$ cat config.mk
export PLATFORM = sky130hd
export DESIGN_NAME = rgb_fader_flat
export DESIGN_NICKNAME = d
export VERILOG_FILES = /design/src/rtl/rgb_fader_pkg.sv /design/src/rtl/rgb_fader_if.sv /design/src/rtl/rgb_fader_counter.sv /design/src/rtl/rgb_fader.sv /design/src/flat_wrapper.sv
export SDC_FILE = /design/constraint.sdc
export NUM_CORES = 1
export LEC_CHECK = 0
export CAP_MARGIN = 10
export CORE_MARGIN = 2
export CORE_UTILIZATION = 45
export CTS_CLUSTER_SIZE = 10
export DETAILED_ROUTE_END_ITERATION = 6
export HOLD_SLACK_MARGIN = 0.06
export PLACE_DENSITY = 0.77
export SKIP_LAST_GASP = 1
export SLEW_MARGIN = 20
export SYNTH_ARGS = -nofsm -noshare
export SYNTH_HDL_FRONTEND = slang
export SYNTH_SLANG_ARGS = --single-unit
$ cat constraint.sdc
create_clock -name clk -period 4 [get_ports clk]
set_clock_uncertainty 0.05 [all_clocks]
set_input_delay 0.4 -clock clk [delete_from_list [all_inputs] [get_ports clk]]
set_output_delay 0.4 -clock clk [all_outputs]
set_load 0.005 [all_outputs]
$ cat src/rtl/rgb_fader_pkg.sv
`default_nettype none
// ============================================================================
// Module   : rgb_fader_pkg
// Brief    : FSM encoding and {R,G,B} channel-slice constants for the fader
//            and the downstream PWM stage.
// Revision : 1.0
// ============================================================================
package rgb_fader_pkg;

    typedef enum logic [1:0] {
        ST_IDLE = 2'd0,
        ST_FADE = 2'd1,
        ST_HOLD = 2'd2
    } state_t;

    // Channel N occupies colour bits [N*NBPC +: NBPC]; R sits in the MSBs.
    localparam int NUM_CH = 3;
    localparam int CH_R   = 2;
    localparam int CH_G   = 1;
    localparam int CH_B   = 0;

    function automatic int ch_lsb(input int ch, input int nbpc);
        return ch * nbpc;
    endfunction

endpackage
`default_nettype wire

$ cat src/rtl/rgb_fader_if.sv
`default_nettype none
// ============================================================================
// Module   : rgb_fader_if
// Brief    : Control, colour-table write and status bundle of the fader.
// Revision : 1.0
// ============================================================================
interface rgb_fader_if #(
    parameter int NBPC = 8,
    parameter int NCOL = 4
);
    localparam int IW = $clog2(NCOL);

    logic                en;
    logic                wr_en;
    logic [IW-1:0]       wr_idx;
    logic [3*NBPC-1:0]   wr_data;
    logic [7:0]          hold;
    logic                loop;
    logic                start;
    logic                stop;
    logic [3*NBPC-1:0]   color;
    logic                busy;
    logic [IW-1:0]       idx;
    logic                step_done;

    modport master (
        output en, wr_en, wr_idx, wr_data, hold, loop, start, stop,
        input  color, busy, idx, step_done
    );

    modport slave (
        input  en, wr_en, wr_idx, wr_data, hold, loop, start, stop,
        output color, busy, idx, step_done
    );

endinterface
`default_nettype wire

$ cat src/rtl/rgb_fader_counter.sv
`default_nettype none
// ============================================================================
// Module   : rgb_fader_counter
// Brief    : Wrapping MIN..MAX counter; ovf strobes on the wrapping cycle.
// Revision : 1.0
// ============================================================================
module rgb_fader_counter #(
    parameter int MIN  = 0,
    parameter int MAX  = 999,
    parameter int STEP = 1,
    parameter int W    = $clog2(MAX + 1)
) (
    input  wire logic clk,
    input  wire logic rst,
    input  wire logic en,
    input  wire logic clr,
    output logic      ovf
);

    logic [W-1:0] r_count;

    always_ff @(posedge clk) begin
        if (!rst) begin
            r_count <= W'(MIN);
        end else if (clr) begin
            r_count <= W'(MIN);
        end else if (en) begin
            if (r_count >= W'(MAX)) r_count <= W'(MIN);
            else                    r_count <= r_count + W'(STEP);
        end
    end

    assign ovf = en && (r_count == W'(MAX));

endmodule
`default_nettype wire

$ cat src/rtl/rgb_fader.sv
`default_nettype none
// ============================================================================
// Module   : rgb_fader
// Brief    : Steps a registered RGB colour through a programmable table,
//            fading one LSB per tick and holding each entry for hold+1 ticks.
// Revision : 1.0
// ============================================================================
module rgb_fader
    import rgb_fader_pkg::*;
#(
    parameter int NBPC  = 8,
    parameter int NCOL  = 4,
    parameter int PRESC = 1000
) (
    input  wire logic   clk,
    input  wire logic   rst,
    rgb_fader_if.slave  bus
);

    localparam int IW = $clog2(NCOL);
    localparam int CW = 3 * NBPC;

    logic [CW-1:0]  r_table [NCOL];
    state_t         r_state, w_state_nxt;
    logic [IW-1:0]  r_idx, w_idx_nxt;
    logic [7:0]     r_hold_cnt, w_hold_cnt_nxt;
    logic [CW-1:0]  r_color, w_color_nxt;
    logic           r_busy;
    logic           r_step_done, w_step_done_nxt;
    logic           w_tick, w_presc_clr, w_presc_en;
    logic [CW-1:0]  w_target;

    function automatic logic [NBPC-1:0] step_toward(input logic [NBPC-1:0] cur,
                                                    input logic [NBPC-1:0] tgt);
        if (cur < tgt)      return cur + 1'b1;
        else if (cur > tgt) return cur - 1'b1;
        else                return cur;
    endfunction

    assign w_target   = r_table[r_idx];
    assign w_presc_en = bus.en && (r_state != ST_IDLE);

    rgb_fader_counter #(
        .MIN  (0),
        .MAX  (PRESC - 1),
        .STEP (1)
    ) u_presc (
        .clk (clk),
        .rst (rst),
        .en  (w_presc_en),
        .clr (w_presc_clr),
        .ovf (w_tick)
    );

    always_ff @(posedge clk) begin
        if (!rst) begin
            for (int i = 0; i < NCOL; i++) r_table[i] <= '0;
        end else if (bus.wr_en) begin
            r_table[bus.wr_idx] <= bus.wr_data;
        end
    end

    always_comb begin
        w_state_nxt     = r_state;
        w_idx_nxt       = r_idx;
        w_hold_cnt_nxt  = r_hold_cnt;
        w_color_nxt     = r_color;
        w_step_done_nxt = 1'b0;
        w_presc_clr     = 1'b0;

        // stop overrides everything, including a frozen (en low) sequencer
        if (bus.stop) begin
            w_state_nxt = ST_IDLE;
            w_color_nxt = '0;
        end else if (bus.en) begin
            case (r_state)
                ST_IDLE: begin
                    if (bus.start) begin
                        w_state_nxt = ST_FADE;
                        w_idx_nxt   = '0;
                        w_presc_clr = 1'b1;
                    end
                end
                ST_FADE: begin
                    if (w_tick) begin
                        if (r_color == w_target) begin
                            w_state_nxt    = ST_HOLD;
                            w_hold_cnt_nxt = '0;
                        end else begin
                            for (int ch = 0; ch < NUM_CH; ch++) begin
                                w_color_nxt[ch_lsb(ch, NBPC) +: NBPC] =
                                    step_toward(r_color[ch_lsb(ch, NBPC) +: NBPC],
                                                w_target[ch_lsb(ch, NBPC) +: NBPC]);
                            end
                        end
                    end
                end
                ST_HOLD: begin
                    if (w_tick) begin
                        if (r_hold_cnt == bus.hold) begin
                            w_step_done_nxt = 1'b1;
                            if ((r_idx == IW'(NCOL - 1)) && !bus.loop) begin
                                w_state_nxt = ST_IDLE;
                            end else begin
                                w_state_nxt = ST_FADE;
                                w_idx_nxt   = r_idx + 1'b1;
                            end
                        end else begin
                            w_hold_cnt_nxt = r_hold_cnt + 8'd1;
                        end
                    end
                end
                default: w_state_nxt = ST_IDLE;
            endcase
        end
    end

    always_ff @(posedge clk) begin
        if (!rst) begin
            r_state     <= ST_IDLE;
            r_idx       <= '0;
            r_hold_cnt  <= '0;
            r_color     <= '0;
            r_busy      <= 1'b0;
            r_step_done <= 1'b0;
        end else begin
            r_state     <= w_state_nxt;
            r_idx       <= w_idx_nxt;
            r_hold_cnt  <= w_hold_cnt_nxt;
            r_color     <= w_color_nxt;
            r_busy      <= (w_state_nxt != ST_IDLE);
            r_step_done <= w_step_done_nxt;
        end
    end

    assign bus.color     = r_color;
    assign bus.busy      = r_busy;
    assign bus.idx       = r_idx;
    assign bus.step_done = r_step_done;

endmodule
`default_nettype wire

$ cat src/flat_wrapper.sv
// flat-port wrapper written by rule: the top's interface ports become plain ports
module rgb_fader_flat import rgb_fader_pkg::*;
#(
    parameter int NBPC  = 8,
    parameter int NCOL  = 4,
    parameter int PRESC = 1000
)
  (clk, rst, bus_en, bus_wr_en, bus_wr_idx, bus_wr_data, bus_hold, bus_loop, bus_start, bus_stop, bus_color, bus_busy, bus_idx, bus_step_done);
  rgb_fader_if #(.NBPC(NBPC), .NCOL(NCOL)) bus_i ();
  input  wire logic clk;
  input  wire logic rst;
  input wire logic [$bits(bus_i.en)-1:0] bus_en;
  input wire logic [$bits(bus_i.wr_en)-1:0] bus_wr_en;
  input wire logic [$bits(bus_i.wr_idx)-1:0] bus_wr_idx;
  input wire logic [$bits(bus_i.wr_data)-1:0] bus_wr_data;
  input wire logic [$bits(bus_i.hold)-1:0] bus_hold;
  input wire logic [$bits(bus_i.loop)-1:0] bus_loop;
  input wire logic [$bits(bus_i.start)-1:0] bus_start;
  input wire logic [$bits(bus_i.stop)-1:0] bus_stop;
  output wire logic [$bits(bus_i.color)-1:0] bus_color;
  output wire logic [$bits(bus_i.busy)-1:0] bus_busy;
  output wire logic [$bits(bus_i.idx)-1:0] bus_idx;
  output wire logic [$bits(bus_i.step_done)-1:0] bus_step_done;
  assign bus_i.en = bus_en;
  assign bus_i.wr_en = bus_wr_en;
  assign bus_i.wr_idx = bus_wr_idx;
  assign bus_i.wr_data = bus_wr_data;
  assign bus_i.hold = bus_hold;
  assign bus_i.loop = bus_loop;
  assign bus_i.start = bus_start;
  assign bus_i.stop = bus_stop;
  assign bus_color = bus_i.color;
  assign bus_busy = bus_i.busy;
  assign bus_idx = bus_i.idx;
  assign bus_step_done = bus_i.step_done;
  rgb_fader #(.NBPC(NBPC), .NCOL(NCOL), .PRESC(PRESC)) u_core (.clk(clk), .rst(rst), .bus(bus_i));
endmodule
# After elaboration in Yosys (flattened, before gate mapping)
# Memories as Yosys holds them, arrays and structs flattened. A register that Yosys moved wholly into a read port is not among the register bits.
# Index checks and enable logic that the tools add are counted.
# W data, S select, Z words.
[op_classes]
n_eq_ne = 13
reduce_logical = 21
magnitude_cmp = 7
n_mux = 40
n_addsub = 9
n_bitwise = 6
[op_table]
columns = ["cell", "n"]
rows = [
  ["$mux W8", 10],
  ["$add A8 B1 Y8 const B", 4],
  ["$mux W2", 14],
  ["$eq A24 B24 Y1", 1],
  ["$gt A8 B8 Y1", 3],
  ["$lt A8 B8 Y1", 3],
  ["$mux W24", 1],
  ["$reduce_or A24 Y1", 1],
  ["$sub A8 B1 Y8 const B", 3],
  ["$pmux W8 S2", 1],
  ["$reduce_and A5 Y1", 3],
  ["$reduce_and A7 Y1", 2],
  ["$reduce_bool A2 Y1", 7],
  ["$mux W1", 11],
  ["$add A10 B1 Y10 const B", 1],
  ["$eq A10 B10 Y1 const B", 1],
  ["$ge A10 B10 Y1 const B", 1],
  ["$mux W10", 1],
  ["$ne A2 B2 Y1 const B", 5],
  ["$eq A8 B8 Y1", 1],
  ["$not A1 Y1", 6],
  ["$pmux W2 S3", 1],
  ["$reduce_or A5 Y1", 1],
  ["$eq A2 B2 Y1 const B", 2],
  ["8 further kinds", 12],
]
[totals]
out_inout_bits = 28
mem_bits_rw = 96
reg_bits = 48
mem_count = 1
inputBits = 41
word_cells = 106
[mem_list]
columns = ["memory", "depth", "word_bits", "rd", "rd_clocked_by_memory_dff", "wr", "line_no", "source"]
rows = [
  ["u_core.r_table", 4, 24, 1, 1, 4, "rgb_fader.sv:23", "logic [CW-1:0] r_table [NCOL];"],
]

# Longest topological paths before layout
[depth]
word_depth = 9
mapped_depth = 17
mapped_depth_nobuf = 15

# Modules after synthesis
# Synthesis repeated with hierarchy kept, for this count alone.
[hier_totals]
cells_unflattened = 716
hier_area_um2 = 8126.5
[modules_own_cells]
columns = ["mod", "cells_each", "seq_area_each_um2", "n_inst", "area_each_um2"]
rows = [
  ["rgb_fader", 663, 3683.5, 1, 7629.8],
  ["rgb_fader_counter", 53, 200.2, 1, 496.7],
]

# Least setup slack after synthesis
# No wires, ideal clock.
[synth_timing]
kind = "reg2reg"
from = "register (tool-made name)"
to = "register u_core.r_color[15], in the netlist u_core.bus.color[15]"
t_required_ns = 3.878
arrival_time_ns = 3.988
path_slack_ns = -0.110
synth_period_minus_slack_ns = 4.110
path_buffers = 2
stages_incl_launch_ff = 17
path_cell_list = "dfxtp_1 clkbuf_1 buf_2 mux4_2 inv_1 ha_1 nor2b_1 o31ai_1 a21oi_1 or2_2 ha_1 nand3_1 o211ai_1 o41ai_1 or3_1 a211oi_1 mux2i_1"
[synth_lines]
columns = ["element", "line_no", "source"]
rows = [
  ["to (signal assigned)", "rgb_fader.sv:130", "r_color <= w_color_nxt;"],
  ["to (decl)", "rgb_fader.sv:27", "logic [CW-1:0] r_color, w_color_nxt;"],
]

==> impl_metrics.ini <==
[status]
outcome = completed

[setup_path]
cpPeakStageDelay_ps = 510
worstPathArrival_ps = 4210
cp_slowest_cell = mux4_2
path_delay_family = compound AO/OA/AOI/OAI gates
path_cells = buf_12 -> mux4_2 -> inv_1 -> ha_1 -> o21a_1 -> o211ai_1 -> a21oi_2 -> or2_4 -> ha_4 -> nand3_1 -> o211ai_1 -> o41ai_2 -> or3_1 -> a211oi_2 -> mux2i_1
cpMostUsedCell = o211ai_1
cp-end-kind = flop
worst-path-buf-inv = 2
criticalPathCategory = reg -> reg
critPathMaxFanout = 7
cp.required_ps = 4300
crit_path_start_kind = flop

[power_and_ir_drop]
pwr-share-seq_pct = 48.5
swShare_pct = 24.03
combPwrFrac_pct = 6.5
p_sw_mw = 0.8463
p_clk_share_pct = 45.0
leakage_nw = 3.693
p_int_mw = 2.676
vdd_drop_max_v = 0.0003089
power_density_nw_per_um2 = 357.1

[yosys]
synth-edff-count = 96
ys_seq_area_share_pct = 48.67
synth.avg_cell_area_um2 = 11.19
synth-async-reset-ratio_pct = 0
syn_inst = 713
synth_ff_type = edfxtp_1
yosys_register_bits = 146
synth_area_um2 = 7979
yosysWarningCount = 0
synth_fp_nets = 808
synthDistinctLibCells = 53

[die]
row_count = 48
fp.dieW_um = 137.2
io-pin-count = 69
core-area_um2 = 17300
dieArea_um2 = 18810
start_util_pct = 46.13
die_y_um = 137.2

[global_routing]
grt_max_degree = 31
grt_pass1_wl_um = 29280
use_met2_pct = 34.47
met1_usage_pct = 26.24
overflow = 0
track_usage_pct = 20.28
grtUsageMet3_pct = 3.370
grt.busiest_layer = met2
antenna_found_initial = 0
grt_pass1_vias = 5690

[cts]
cts_tree = done
path_clk_slew_ps = 70
cts_max_level = 4
cts_num_sinks = 146
numCtsBuffers = 17
clockBufferDepth = 2
cts_hold_buf = 0
insertion_delay_ps = 430
root_buffer = clkbuf_16

[drt]
antenna_left = 0
vias_per_cell = 5.583
drt_iter0_markers = 449
drc_errors = 0
dr.pass1.iters = 4
wl_um = 18650
wl_per_cell_um = 17.86
vias = 5829

[sta]
tns_ps = 0
relSlewSlack_pct = 36.07
post-route-min-period_ps = 3912
tightest_slew_ps = 958.9
fin_crit_sh_pct = 97.79
max_freq_mhz = 255.7
setup_viol = 0
finalHoldViolCount = 0
drv_slew = 0

[hold_path]
worstHoldStart = u_core.u_presc.r_count[1]$_SDFFE_PP0P_
hp-class = reg -> reg

[final_layout]
final_common_cell = edfxtp_1
fill_cells = 1412
drive_gt1_share_pct = 14.41
fin_util_pct = 57.02
antennaDiodeCount = 0
syn_to_final_growth_pct = 23.62
final_cell_mix = 96 x edfxtp_1, 74 x and2_1, 68 x clkdlybuf4s50_1
seq_area_um2 = 3885
multi_input_area_um2 = 3986
fin_nets = 901

[place]
io_buffers = 68
gp_congestion = 0.8662
dp_hpwl_um = 12410

[flow_run]
maxCapViolations = 0
[worst paths after layout]
kind | end | slack (ps) | cells past startpoint
setup reg to reg | u_core.bus.color[15]$_SDFFE_PP0P_ | 90 | 15
hold / removal | u_core.u_presc.r_count[1]$_SDFFE_PP0P_ | 440 | 2
setup / recovery | u_core.bus.color[15]$_SDFFE_PP0P_ | 90 | 15
hold reg to reg | u_core.u_presc.r_count[1]$_SDFFE_PP0P_ | 440 | 2
[logic make-up after synthesis]
family	synth area share [%]
AOI/OAI and AO/OA	10.65
xor gates and xnor gates	3.513
adders and majority gates	8.750
buffers and inverters	3.168
DFF	48.67
muxes	7.151
and+or+nand+nor	18.10
[through the flow]
step | worst slack [ps] | cell area (um^2) | std cells | hold WS, ps | power (mW)
finish | 88.42 | 9863 | 1044 | 444.5 | 3.522
global route | -96.42 | 9863 | 1044 | 467.7 | 3.640
CTS | 3.232 | 9698 | 1039 | 441.7 | 3.533
detailed placement | -2.160 | 9081 | 1007 | 432.9 | 1.967
global placement | 59.65 | 9081 | 1007 | 420.0 | 1.955
floorplan | 112.8 | 7985 | 713 | 403.6 | 1.852
[registers in the layout, summed over array words and instances (netlist names), named ones only]
register                flops
u_core.bus.idx              2
u_core.bus.busy             1
u_core.r_hold_cnt           8
u_core.bus.color           24
u_core.bus.step_done        1
u_core.r_table             96
u_core.u_presc.r_count     10
u_core.r_state              2
[layer usage]
metal	part of all wire, %	routed length, um
met4	1.4	253
met3	3.9	723
met1	44	8130
met2	51	9537
met5	0	0
[power groups by stage]
stage	Clock (mW)	Sequential, mW	Combinational, mW
2_1_floorplan	0	1.73	0.121
3_3_place_gp	0	1.74	0.220
3_5_place_dp	0	1.74	0.225
4_1_cts	1.60	1.71	0.227
5_1_grt	1.68	1.71	0.249
6_report	1.59	1.71	0.228
[synth_stat cells, drive strengths merged (4+ instances only)]
| library cell | count | share of area (%) |
|---|---|---|
| edfxtp | 96 | 36 |
| and3 | 28 | 2.2 |
| nor3 | 6 | 0.38 |
| a21o | 7 | 0.66 |
| dfxtp | 50 | 13 |
| xnor2 | 22 | 2.4 |
| o21a | 5 | 0.47 |
| o21bai | 5 | 0.47 |
| nand4 | 13 | 1.1 |
| nor2 | 34 | 1.6 |
| a21boi | 4 | 0.38 |
| mux4 | 24 | 6.8 |
| a21oi | 42 | 2.6 |
| inv | 41 | 1.9 |
| and2 | 74 | 5.8 |
| nand3 | 39 | 2.4 |
| o211ai | 10 | 0.94 |
| o21ai | 32 | 2.0 |
| nand2b | 10 | 0.78 |
| xor2 | 10 | 1.1 |
| clkbuf | 18 | 0.85 |
| nor2b | 6 | 0.47 |
| nand2 | 31 | 1.5 |
| a211oi | 9 | 0.85 |
| ha | 51 | 8.0 |
| buf | 7 | 0.39 |
[timing repair]
action,CTS,global route
setup buffers,0,5
gates resized for setup,4,18
endpoints found under the setup margin,1,5
pin swaps,0,2
[worst reg2reg max path: cells and delay by family, from the launching register on]
kind,cells,cell delay [ps]
compound gates,6,1180
simple gates,3,740
mux,2,710
fa+ha+maj,2,560
flops,1,360
buf+inv,2,220
[cell type report]
cell class / count / area share, %
clock buffers: 17 / 4.313
inverters: 41 / 1.560
repair buffers: 99 / 9.806
well taps: 225 / 2.854
clock inverters: 15 / 1.662
flip-flops and latches: 146 / 39.39
multi-input cells: 501 / 40.42
(Power assumes the default switching activity.)
